==> config.mk <==
export PLATFORM = sky130hd
export DESIGN_NAME = ifu_fetch_align_decompress
export DESIGN_NICKNAME = d
export VERILOG_FILES = /design/src/rtl/ifu_fetch_align_decompress.sv
export SDC_FILE = /design/constraint.sdc
export NUM_CORES = 1
export LEC_CHECK = 0
export CAP_MARGIN = 20
export CELL_PAD_IN_SITES_DETAIL_PLACEMENT = 2
export CELL_PAD_IN_SITES_GLOBAL_PLACEMENT = 2
export CORE_ASPECT_RATIO = 1.4
export CORE_MARGIN = 4
export CORE_UTILIZATION = 35
export CTS_CLUSTER_DIAMETER = 50
export DETAILED_ROUTE_END_ITERATION = 10
export GPL_TIMING_DRIVEN = 0
export HOLD_SLACK_MARGIN = 0.12
export PLACE_DENSITY_LB_ADDON = 0.1
export RECOVER_POWER = 50
export SLEW_MARGIN = 20
export SYNTH_ARGS = -nofsm -noshare
export SYNTH_HDL_FRONTEND = slang
export SYNTH_SLANG_ARGS = --single-unit
==> constraint.sdc <==
create_clock -name clk -period 5.45 [get_ports clk]
set_input_delay 1.09 -clock clk [delete_from_list [all_inputs] [get_ports clk]]
set_output_delay 1.09 -clock clk [all_outputs]
set_load 0.02 [all_outputs]
==> src/rtl/ifu_fetch_align_decompress.sv <==
// Fetch alignment queue: buffers fetch packets as 16-bit parcels, reassembles
// 32-bit instructions across packet boundaries and expands RVC parcels.
module ifu_fetch_align_decompress #(
   parameter int unsigned XLEN   = 64,
   parameter int unsigned FETCHW = 64,
   parameter int unsigned DEPTH  = 8
) (
   input  logic              clk,
   input  logic              reset_n,
   input  logic              FlushD,
   input  logic              FetchValid,
   output logic              FetchReady,
   input  logic [FETCHW-1:0] FetchData,
   input  logic [XLEN-1:0]   FetchPC,
   output logic              InstrValidD,
   input  logic              InstrReadyD,
   output logic [31:0]       InstrD,
   output logic [XLEN-1:0]   InstrPCD,
   output logic              CompressedD,
   output logic              IllegalCompInstrD
);
   localparam int unsigned PW   = FETCHW / 16;     // parcels per packet
   localparam int unsigned AW   = $clog2(DEPTH);
   localparam int unsigned OW   = $clog2(PW);      // parcel offset bits of FetchPC
   localparam int unsigned CW   = AW + 1;
   localparam bit          RV64 = (XLEN == 64);

   logic [15:0]     mem_q [DEPTH];
   logic [AW-1:0]   head_q, head_d, tail_q, tail_d;
   logic [CW-1:0]   count_q, count_d, push_n;
   logic [XLEN-1:0] pc_q, pc_d;
   logic            redir_q, redir_d;
   logic [OW-1:0]   off;
   logic [15:0]     p0, p1;
   logic            is32, push, pop;
   logic [32:0]     dec;

   // RVC expansion: returns {illegal, expanded instruction}
   function automatic logic [32:0] rvc_expand(input logic [15:0] c);
      logic [4:0]  rd, rs2, rdp, rs1p;
      logic [11:0] imm6;
      logic        ill;
      logic [31:0] o;
      rd   = c[11:7];
      rs2  = c[6:2];
      rdp  = {2'b01, c[4:2]};
      rs1p = {2'b01, c[9:7]};
      imm6 = {{7{c[12]}}, c[6:2]};
      ill  = 1'b0;
      o    = '0;
      case ({c[1:0], c[15:13]})
         5'b00_000: begin
            o   = {2'b00, c[10:7], c[12:11], c[5], c[6], 2'b00, 5'd2, 3'b000, rdp, 7'h13};
            ill = (c[12:5] == '0);
         end
         5'b00_001: o = {4'b0, c[6:5], c[12:10], 3'b000, rs1p, 3'b011, rdp, 7'h07};
         5'b00_010: o = {5'b0, c[5], c[12:10], c[6], 2'b00, rs1p, 3'b010, rdp, 7'h03};
         5'b00_011: o = RV64 ? {4'b0, c[6:5], c[12:10], 3'b000, rs1p, 3'b011, rdp, 7'h03}
                             : {5'b0, c[5], c[12:10], c[6], 2'b00, rs1p, 3'b010, rdp, 7'h07};
         5'b00_101: o = {4'b0, c[6:5], c[12], rdp, rs1p, 3'b011, c[11:10], 3'b000, 7'h27};
         5'b00_110: o = {5'b0, c[5], c[12], rdp, rs1p, 3'b010, c[11:10], c[6], 2'b00, 7'h23};
         5'b00_111: o = RV64 ? {4'b0, c[6:5], c[12], rdp, rs1p, 3'b011, c[11:10], 3'b000, 7'h23}
                             : {5'b0, c[5], c[12], rdp, rs1p, 3'b010, c[11:10], c[6], 2'b00, 7'h27};
         5'b01_000: o = {imm6, rd, 3'b000, rd, 7'h13};
         5'b01_001: begin
            if (RV64) begin
               o   = {imm6, rd, 3'b000, rd, 7'h1B};
               ill = (rd == '0);
            end else begin
               o = {c[12], c[8], c[10:9], c[6], c[7], c[2], c[11], c[5:3], {9{c[12]}}, 5'd1, 7'h6F};
            end
         end
         5'b01_010: o = {imm6, 5'd0, 3'b000, rd, 7'h13};
         5'b01_011: begin
            ill = ({c[12], c[6:2]} == '0);
            if (rd == 5'd2) o = {{3{c[12]}}, c[4:3], c[5], c[2], c[6], 4'b0000, 5'd2, 3'b000, 5'd2, 7'h13};
            else            o = {{15{c[12]}}, c[6:2], rd, 7'h37};
         end
         5'b01_100: begin
            case (c[11:10])
               2'b00: begin
                  o   = {6'b000000, c[12], c[6:2], rs1p, 3'b101, rs1p, 7'h13};
                  ill = !RV64 && c[12];
               end
               2'b01: begin
                  o   = {6'b010000, c[12], c[6:2], rs1p, 3'b101, rs1p, 7'h13};
                  ill = !RV64 && c[12];
               end
               2'b10: o = {imm6, rs1p, 3'b111, rs1p, 7'h13};
               default: begin
                  case ({c[12], c[6:5]})
                     3'b000: o = {7'h20, rdp, rs1p, 3'b000, rs1p, 7'h33};
                     3'b001: o = {7'h00, rdp, rs1p, 3'b100, rs1p, 7'h33};
                     3'b010: o = {7'h00, rdp, rs1p, 3'b110, rs1p, 7'h33};
                     3'b011: o = {7'h00, rdp, rs1p, 3'b111, rs1p, 7'h33};
                     3'b100: begin o = {7'h20, rdp, rs1p, 3'b000, rs1p, 7'h3B}; ill = !RV64; end
                     3'b101: begin o = {7'h00, rdp, rs1p, 3'b000, rs1p, 7'h3B}; ill = !RV64; end
                     default: ill = 1'b1;
                  endcase
               end
            endcase
         end
         5'b01_101: o = {c[12], c[8], c[10:9], c[6], c[7], c[2], c[11], c[5:3], {9{c[12]}}, 5'd0, 7'h6F};
         5'b01_110: o = {{4{c[12]}}, c[6:5], c[2], 5'd0, rs1p, 3'b000, c[11:10], c[4:3], c[12], 7'h63};
         5'b01_111: o = {{4{c[12]}}, c[6:5], c[2], 5'd0, rs1p, 3'b001, c[11:10], c[4:3], c[12], 7'h63};
         5'b10_000: begin
            o   = {6'b000000, c[12], c[6:2], rd, 3'b001, rd, 7'h13};
            ill = !RV64 && c[12];
         end
         5'b10_001: o = {3'b0, c[4:2], c[12], c[6:5], 3'b000, 5'd2, 3'b011, rd, 7'h07};
         5'b10_010: begin
            o   = {4'b0, c[3:2], c[12], c[6:4], 2'b00, 5'd2, 3'b010, rd, 7'h03};
            ill = (rd == '0);
         end
         5'b10_011: begin
            if (RV64) begin
               o   = {3'b0, c[4:2], c[12], c[6:5], 3'b000, 5'd2, 3'b011, rd, 7'h03};
               ill = (rd == '0);
            end else begin
               o = {4'b0, c[3:2], c[12], c[6:4], 2'b00, 5'd2, 3'b010, rd, 7'h07};
            end
         end
         5'b10_100: begin
            if (!c[12]) begin
               if (rs2 == '0) begin
                  o   = {12'b0, rd, 3'b000, 5'd0, 7'h67};
                  ill = (rd == '0);
               end else begin
                  o = {7'b0, rs2, 5'd0, 3'b000, rd, 7'h33};
               end
            end else if (rs2 == '0) begin
               o = (rd == '0) ? 32'h0010_0073 : {12'b0, rd, 3'b000, 5'd1, 7'h67};
            end else begin
               o = {7'b0, rs2, rd, 3'b000, rd, 7'h33};
            end
         end
         5'b10_101: o = {3'b0, c[9:7], c[12], rs2, 5'd2, 3'b011, c[11:10], 3'b000, 7'h27};
         5'b10_110: o = {4'b0, c[8:7], c[12], rs2, 5'd2, 3'b010, c[11:9], 2'b00, 7'h23};
         5'b10_111: o = RV64 ? {3'b0, c[9:7], c[12], rs2, 5'd2, 3'b011, c[11:10], 3'b000, 7'h23}
                             : {4'b0, c[8:7], c[12], rs2, 5'd2, 3'b010, c[11:9], 2'b00, 7'h27};
         default:   ill = 1'b1;
      endcase
      return {ill, o};
   endfunction

   assign off        = redir_q ? FetchPC[OW:1] : '0;
   assign push_n     = CW'(PW) - CW'(off);
   assign FetchReady = reset_n && ((CW'(DEPTH) - count_q) >= CW'(PW));
   assign push       = FetchValid && FetchReady && !FlushD;
   assign pop        = InstrValidD && InstrReadyD && !FlushD;
   assign p0         = mem_q[head_q];
   assign p1         = mem_q[head_q + AW'(1)];
   assign InstrPCD   = pc_q;

   // Head decode: valid only once the whole instruction is buffered
   always_comb begin
      dec               = rvc_expand(p0);
      is32              = (p0[1:0] == 2'b11);
      InstrValidD       = (count_q != '0) && (!is32 || (count_q >= CW'(2)));
      InstrD            = '0;
      CompressedD       = 1'b0;
      IllegalCompInstrD = 1'b0;
      if (InstrValidD) begin
         if (is32) begin
            InstrD = {p1, p0};
         end else begin
            CompressedD       = 1'b1;
            IllegalCompInstrD = dec[32];
            InstrD            = dec[32] ? {16'b0, p0} : dec[31:0];
         end
      end
   end

   // Pointer, count and PC bookkeeping; flush overrides push and pop
   always_comb begin
      head_d  = head_q;
      tail_d  = tail_q;
      count_d = count_q;
      pc_d    = pc_q;
      redir_d = redir_q;
      if (FlushD) begin
         count_d = '0;
         head_d  = tail_q;
         redir_d = 1'b1;
      end else begin
         if (push) begin
            tail_d  = tail_q + AW'(push_n);
            count_d = count_d + push_n;
            if (redir_q) begin
               pc_d    = FetchPC;
               redir_d = 1'b0;
            end
         end
         // Redirect implies an empty queue, so a pop never races the PC load
         if (pop) begin
            head_d  = head_q + (is32 ? AW'(2) : AW'(1));
            count_d = count_d - (is32 ? CW'(2) : CW'(1));
            pc_d    = pc_q + (is32 ? XLEN'(4) : XLEN'(2));
         end
      end
   end

   // Control state registers
   always_ff @(posedge clk or negedge reset_n) begin
      if (!reset_n) begin
         head_q  <= '0;
         tail_q  <= '0;
         count_q <= '0;
         pc_q    <= '0;
         redir_q <= 1'b1;
      end else begin
         head_q  <= head_d;
         tail_q  <= tail_d;
         count_q <= count_d;
         pc_q    <= pc_d;
         redir_q <= redir_d;
      end
   end

   // Parcel storage: packet parcels from the redirect offset onward land at tail
   always_ff @(posedge clk) begin
      if (push) begin
         for (int unsigned i = 0; i < PW; i++) begin
            if (i >= 32'(off)) mem_q[tail_q + AW'(i) - AW'(off)] <= FetchData[16*i +: 16];
         end
      end
   end
endmodule
Yosys cells after proc, flatten, opt, wreduce, memory -nomap -nowiden
Memory sizes are Yosys's and may differ from the RTL's.
Cells that the tools add are included.
{ "totals": {"memories": 1, "elab_cells": 131, "regBits": 75, "in_bits": 133, "ramBits": 128} }
{ "mem_list": {"columns": ["memory", "words", "width", "rd", "rd_clocked_by_memory_dff", "wr", "line", "source"], "rows": [
  ["mem_q", 8, 16, 2, 0, 4, "28", "logic [15:0] mem_q [DEPTH];"]
]} }
{ "op_classes": {"n_addsub": 15, "eq_ne": 31, "muxes": 46, "n_lt_le_gt_ge": 5, "reduce_logical": 27, "bitwise": 1} }
{ "op_table": {"columns": ["operator", "n"], "rows": [
  ["one-hot mux 32 bit (23 select lines)", 1],
  ["two-way mux 64 bit", 3],
  ["one-hot mux 31 bit (6 select lines)", 1],
  ["two-way mux 32 bit", 3],
  ["one-hot mux 32 bit (3 select lines)", 1],
  ["two-way mux 25 bit", 3],
  ["adder 64 x 3 -> 64 bit", 1],
  ["equality test 5 x 4 -> 1 bit (second input constant)", 8],
  ["equality test 5 bit (second input constant)", 8],
  ["two-way mux 29 bit", 1],
  ["two-way mux 1 bit", 21],
  ["two-way mux 21 bit", 1],
  ["two-way mux 4 bit", 4],
  ["OR reduction 16 bit", 1],
  ["equality test 5 x 2 -> 1 bit (second input constant)", 3],
  ["equality test 5 x 3 -> 1 bit (second input constant)", 3],
  ["zero test 5 bit", 3],
  ["subtractor 3 x 2 -> 3 bit", 4],
  ["two-way mux 3 bit", 3],
  ["zero test 8 bit", 1],
  ["nonzero test 2 bit", 4],
  ["adder 3 x 1 -> 3 bit (second input constant)", 2],
  ["adder 3 x 2 -> 3 bit (second input constant)", 2],
  ["equality test 3 x 2 -> 1 bit (second input constant)", 2],
  ["other kinds (29)", 41]
]} }

Longest topological paths before layout
{ "depth": {"depth_word": 10, "depth_mapped": 21, "mapped_depth_nobuf": 17} }

Least setup slack after synthesis
Ideal clock, no wire load.
{ "synth_path": {"path_type": "reg2reg", "from": "reg head_q[0]", "to": "reg pc_q[57] (netlist: InstrPCD[57])", "path_stages_with_launch": 22, "arrival_time_ns": 4.935, "setup_slack_ns": 0.438, "t_required_ns": 5.373, "setup_ns": 0.077, "synth_period_minus_slack_ns": 5.012, "cell_sequence": "dfrtp_1 -> buf_6 -> buf_12 -> buf_8 -> mux2_2 -> o22a_1 -> nand2_1 -> inv_1 -> ha_1 -> clkbuf_1 -> inv_1 -> ha_1 -> inv_1 -> fa_1 -> nand2b_1 -> nor3_1 -> nand3b_1 -> nor3_1 -> nand2_1 -> or3_1 -> a211o_1 -> a21oi_1"} }
{ "synth_via": {"elab_chain_len": 9} }
{ "synth_rtl": {"columns": ["item", "line", "source"], "rows": [
  ["from (decl)", "29", "logic [AW-1:0] head_q, head_d, tail_q, tail_d;"],
  ["from (signal assigned)", "206", "head_q <= '0;"],
  ["from (signal assigned)", "212", "head_q <= head_d;"],
  ["memory (8 x 16 bit) (*)", null, null],
  ["equality test 2 bit (*)", "158", "is32 = (p0[1:0] == 2'b11);"],
  ["branches (longest 7 deep; another with adder 64 x 3 -> 64 bit)", null, null],
  ["to (signal assigned)", "215", "pc_q <= pc_d;"],
  ["to (decl)", "31", "logic [XLEN-1:0] pc_q, pc_d;"]
]} }
Mark *: on every way between the ends.
A chain may end at the register's enable or synchronous reset.

Worst setup path after layout
{ "layout_path": {"from": "reg head_q[0]", "to": "out InstrD[9]"} }
{ "layout_via": {"elab_chain_len": 9} }
{ "layout_rtl": {"columns": ["item", "line", "source"], "rows": [
  ["memory (8 x 16 bit) (*)", null, null],
  ["branches (longest 7 deep; another with one-hot mux 32 bit (3 select lines))", null, null],
  ["two-way mux 32 bit (*)", "163", "if (InstrValidD) begin"],
  ["to (decl)", "17", "output logic [31:0] InstrD,"]
]} }
Marked as above.

==> results.md <==
* Asr flop ratio synth at 0.369
* Max_cap viols at 1
* # IOs at 233
* Mapped Cells at 1825
* Share of cells above drive strength 1 at 0.150
* FMAX at 0.185 GHz
* Routability congestion estimate at 0.929
* Std-Cell Rows at 93
* CTS Root Buffer Type: clkbuf_16
* P_leak at 7.40 nW
* Final WL at 81.1 mm
* Total GRT Usage at 0.310
* Routed Antenna Nets at 0
* Remaining DRCs at 0
* Total number of yosys warnings at 0
* Slew Limit Fails at 48
* # H-tree levels at 1
* Syn_area_per_cell at 9.04 sq um
* Initial antenna violation count at 2
* Clk network pwr share at 0.124
* Tmin final at 5.40 ns
* EDFF count, synth at 128
* Switching pwr at 0.00643 W
* Pwr dens at 611 nW/um^2
* DP HPWL at 65.8 mm
* First-pass DRT Iterations at 5
* Post-route setup TNS at 0 ns
* Fin area at 20400 sq um
* Outcome: finished with violations
* Via Count at 16200
* Chip width at 191 um
* Top cell type's share of synthesized area at 0.233
* Buffers on Ports at 184
* Initial DRC Count at 858
* Cell area after synthesis at 16500 sq um
* Vias per std cell at 6.02
* Core area at 46300 sq um
* Worst Path Required at 4.36 ns
* Top post-synthesis cells by area: edfxtp_1 (23%), dfrtp_1 (11%), mux2i_1 (9.3%), mux4_2 (8.5%), o21ai_0 (5.8%)
* Net Sw Frac at 0.515
* Final Non-Filler Cells at 2698
* Seq/Total Area, Yosys at 0.347
* Max FO, Critical Path at 10
* Final period utilization at 0.991
* GR Overflow Total at 0
* CTS tree: yes
* Arrival time at the worst endpoint at 4.31 ns
* Final count of hold timing violations at 0
* Worst Setup End Kind: primary output
* Clock slew at reported path FFs at 0.07 ns
* Chip height at 265 um
* Syn nets at 1985
* Startpoint Class: flip-flop
* Die area at 50700 sq um
* Cell variety after synth at 83
* Ys flop type: edfxtp_1
* Worst-Margin Slew at 2.88 ns
* Worst skew pair latency at 0.55 ns
* Placed inst area at 19200 sq um
* Area grow syn2layout at 23.8%
* First-pass GRT wire length at 119 mm
* Max Root-Sink Buffers at 3
* Clk_skew at 0.0219 ns
* Largest net degree at the start of global routing at 48
* Starting Density at 0.356
* TritonCTS Buffers at 23
* Worst min path class: input pin to async pin
* # fillers at 5147
* Combinational share of power at 0.670
* RSZ-0062 raised after global routing: true
* Failing checks: capacitance limit, slew limit
* Number of synthesized register bits at 203
* DR WL/cell at 30.1 um
* Slew HR at -0.918
* Dpl cells at 2629
* Leading area contributor after synthesis: edfxtp_1
* Post-cts hold buffer count at 0
* Kind of critical path: flip-flop to primary output
* Power Internal at 0.00606 W
* Clk sinks at 203
* Peak supply drop at 272 uV
* Final setup fails at 0
* Nets at 2224
* Reg power frac at 0.206
* Vias in the first global route at 18100
## worst max-delay path: stages, from the launching register on
cell and delay (ns):
dfrtp_2 0.41, buf_6 0.16, buf_12 0.17, buf_12 0.18
mux4_2 0.56, mux2_2 0.35, or4b_1 0.60, a211oi_4 0.30
or4_4 0.23, buf_6 0.14, a21oi_1 0.07, o32ai_2 0.26
clkdlybuf4s15_2 0.30
## metrics by stage
stage / setup WS [ns] / hold slack (ns) / utilization / total power [W]
2_1_floorplan: 0.438 / 0.483 / - / 0.00719
4_1_cts: -0.0110 / 0.497 / 0.441 / 0.0125
5_1_grt: -0.0509 / 0.500 / 0.441 / 0.0131
3_5_place_dp: -1.93 / 0.494 / 0.415 / 0.0105
6_report: 0.0464 / 0.480 / 0.441 / 0.0125
3_3_place_gp: -3.43 / 0.463 / 0.413 / 0.0102
## layout by cell type (no fill, tap or decap), types with 9 or more instances in the layout
cell type / instances
mux2_2: 45
dlygate4sd3_1: 66
and3_1: 18
buf_4: 33
xnor2_1: 9
a211oi_1: 22
o211ai_1: 10
nand2_1: 243
dfrtp_1: 73
clkbuf_2: 12
clkdlybuf4s50_1: 85
nand3_1: 50
o22ai_1: 36
nor3_1: 37
edfxtp_1: 128
o21ai_0: 188
clkbuf_1: 133
a21oi_1: 114
mux2i_4: 11
mux2i_1: 147
mux2_1: 28
nand4_1: 15
inv_1: 29
mux4_2: 62
clkbuf_16: 23
ha_1: 20
nor2_1: 184
buf_2: 21
## cell usage after synthesis, drive strengths merged (36+ instances only)
library cell	number
nand2	246
nor3	45
o21ai	194
mux2	74
mux4	62
edfxtp	128
dfrtp	74
nor2	190
mux2i	160
o22ai	40
a21oi	115
clkbuf	133
buf	36
nand3	54
## cell families (layout without fill, tap and decap cells)
family / after synthesis / after routing / share of synthesized area
compound gates: 453 / 453 / 0.165
simple gates: 627 / 627 / 0.168
buf+inv: 204 / 459 / 0.0522
flops: 203 / 203 / 0.347
fa+ha+maj: 27 / 27 / 0.0232
mux: 296 / 296 / 0.237
other cells: 0 / 1 / 0
xor+xnor: 15 / 15 / 0.00796
## per-layer routing
layer	global-route usage	wire [um]	up-vias
met5	0	13	-
met4	0.150	4740	2
met3	0.0337	3450	233
met2	0.599	43900	574
met1	0.331	29000	8210
li1	-	-	7222
## registers in the layout, indices dropped and copies added, names as in the netlist
name and count:
tail_q 3, count_q 4, redir_q 1, mem_q 128, InstrPCD 64, head_q 3
## final cells by class
type / count / area (sq um) / area share
Timing Repair Buffer: 215 / 2000 / 0.0979
Multi-Input combinational cell: 1418 / 10300 / 0.504
Sequential cell: 203 / 5720 / 0.280
Buffer: 168 / 767 / 0.0375
Antenna cell: 1 / 2.50 / 0.000123
Tap cell: 617 / 772 / 0.0378
Inverter: 35 / 141 / 0.00692
Clock inverter: 16 / 140 / 0.00686
Clock buffer: 25 / 583 / 0.0285
## power by group through the flow
| stage | Clock, W | Sequential, W | Combinational (W) |
|---|---|---|---|
| 2_1_floorplan | 0 | 0.00272 | 0.00446 |
| 3_3_place_gp | 0 | 0.00256 | 0.00763 |
| 3_5_place_dp | 0 | 0.00260 | 0.00787 |
| 4_1_cts | 0.00157 | 0.00258 | 0.00837 |
| 5_1_grt | 0.00163 | 0.00263 | 0.00883 |
| 6_report | 0.00155 | 0.00258 | 0.00837 |
## final timing paths
check,startpoint,to,slack (ns),cells past startpoint
hold reg to reg,InstrPCD[55],InstrPCD[55],0.50,1
hold / removal,reset_n,InstrPCD[34],0.48,1
setup reg to reg,head_q[0],InstrPCD[57],0.24,21
setup / recovery,head_q[0],InstrD[9],0.05,12
min in group clk,InstrPCD[55],InstrPCD[55],0.50,1
max in group asynchronous,reset_n,InstrPCD[55],1.87,2
## timing repair
| action | CTS | global route |
|---|---|---|
| resized for setup | 150 | 41 |
| pin swaps | 5 | 5 |
| endpoints found under the setup margin | 95 | 37 |
| setup buffers | 20 | 7 |
Note: power is estimated with default switching activity, not from simulation.
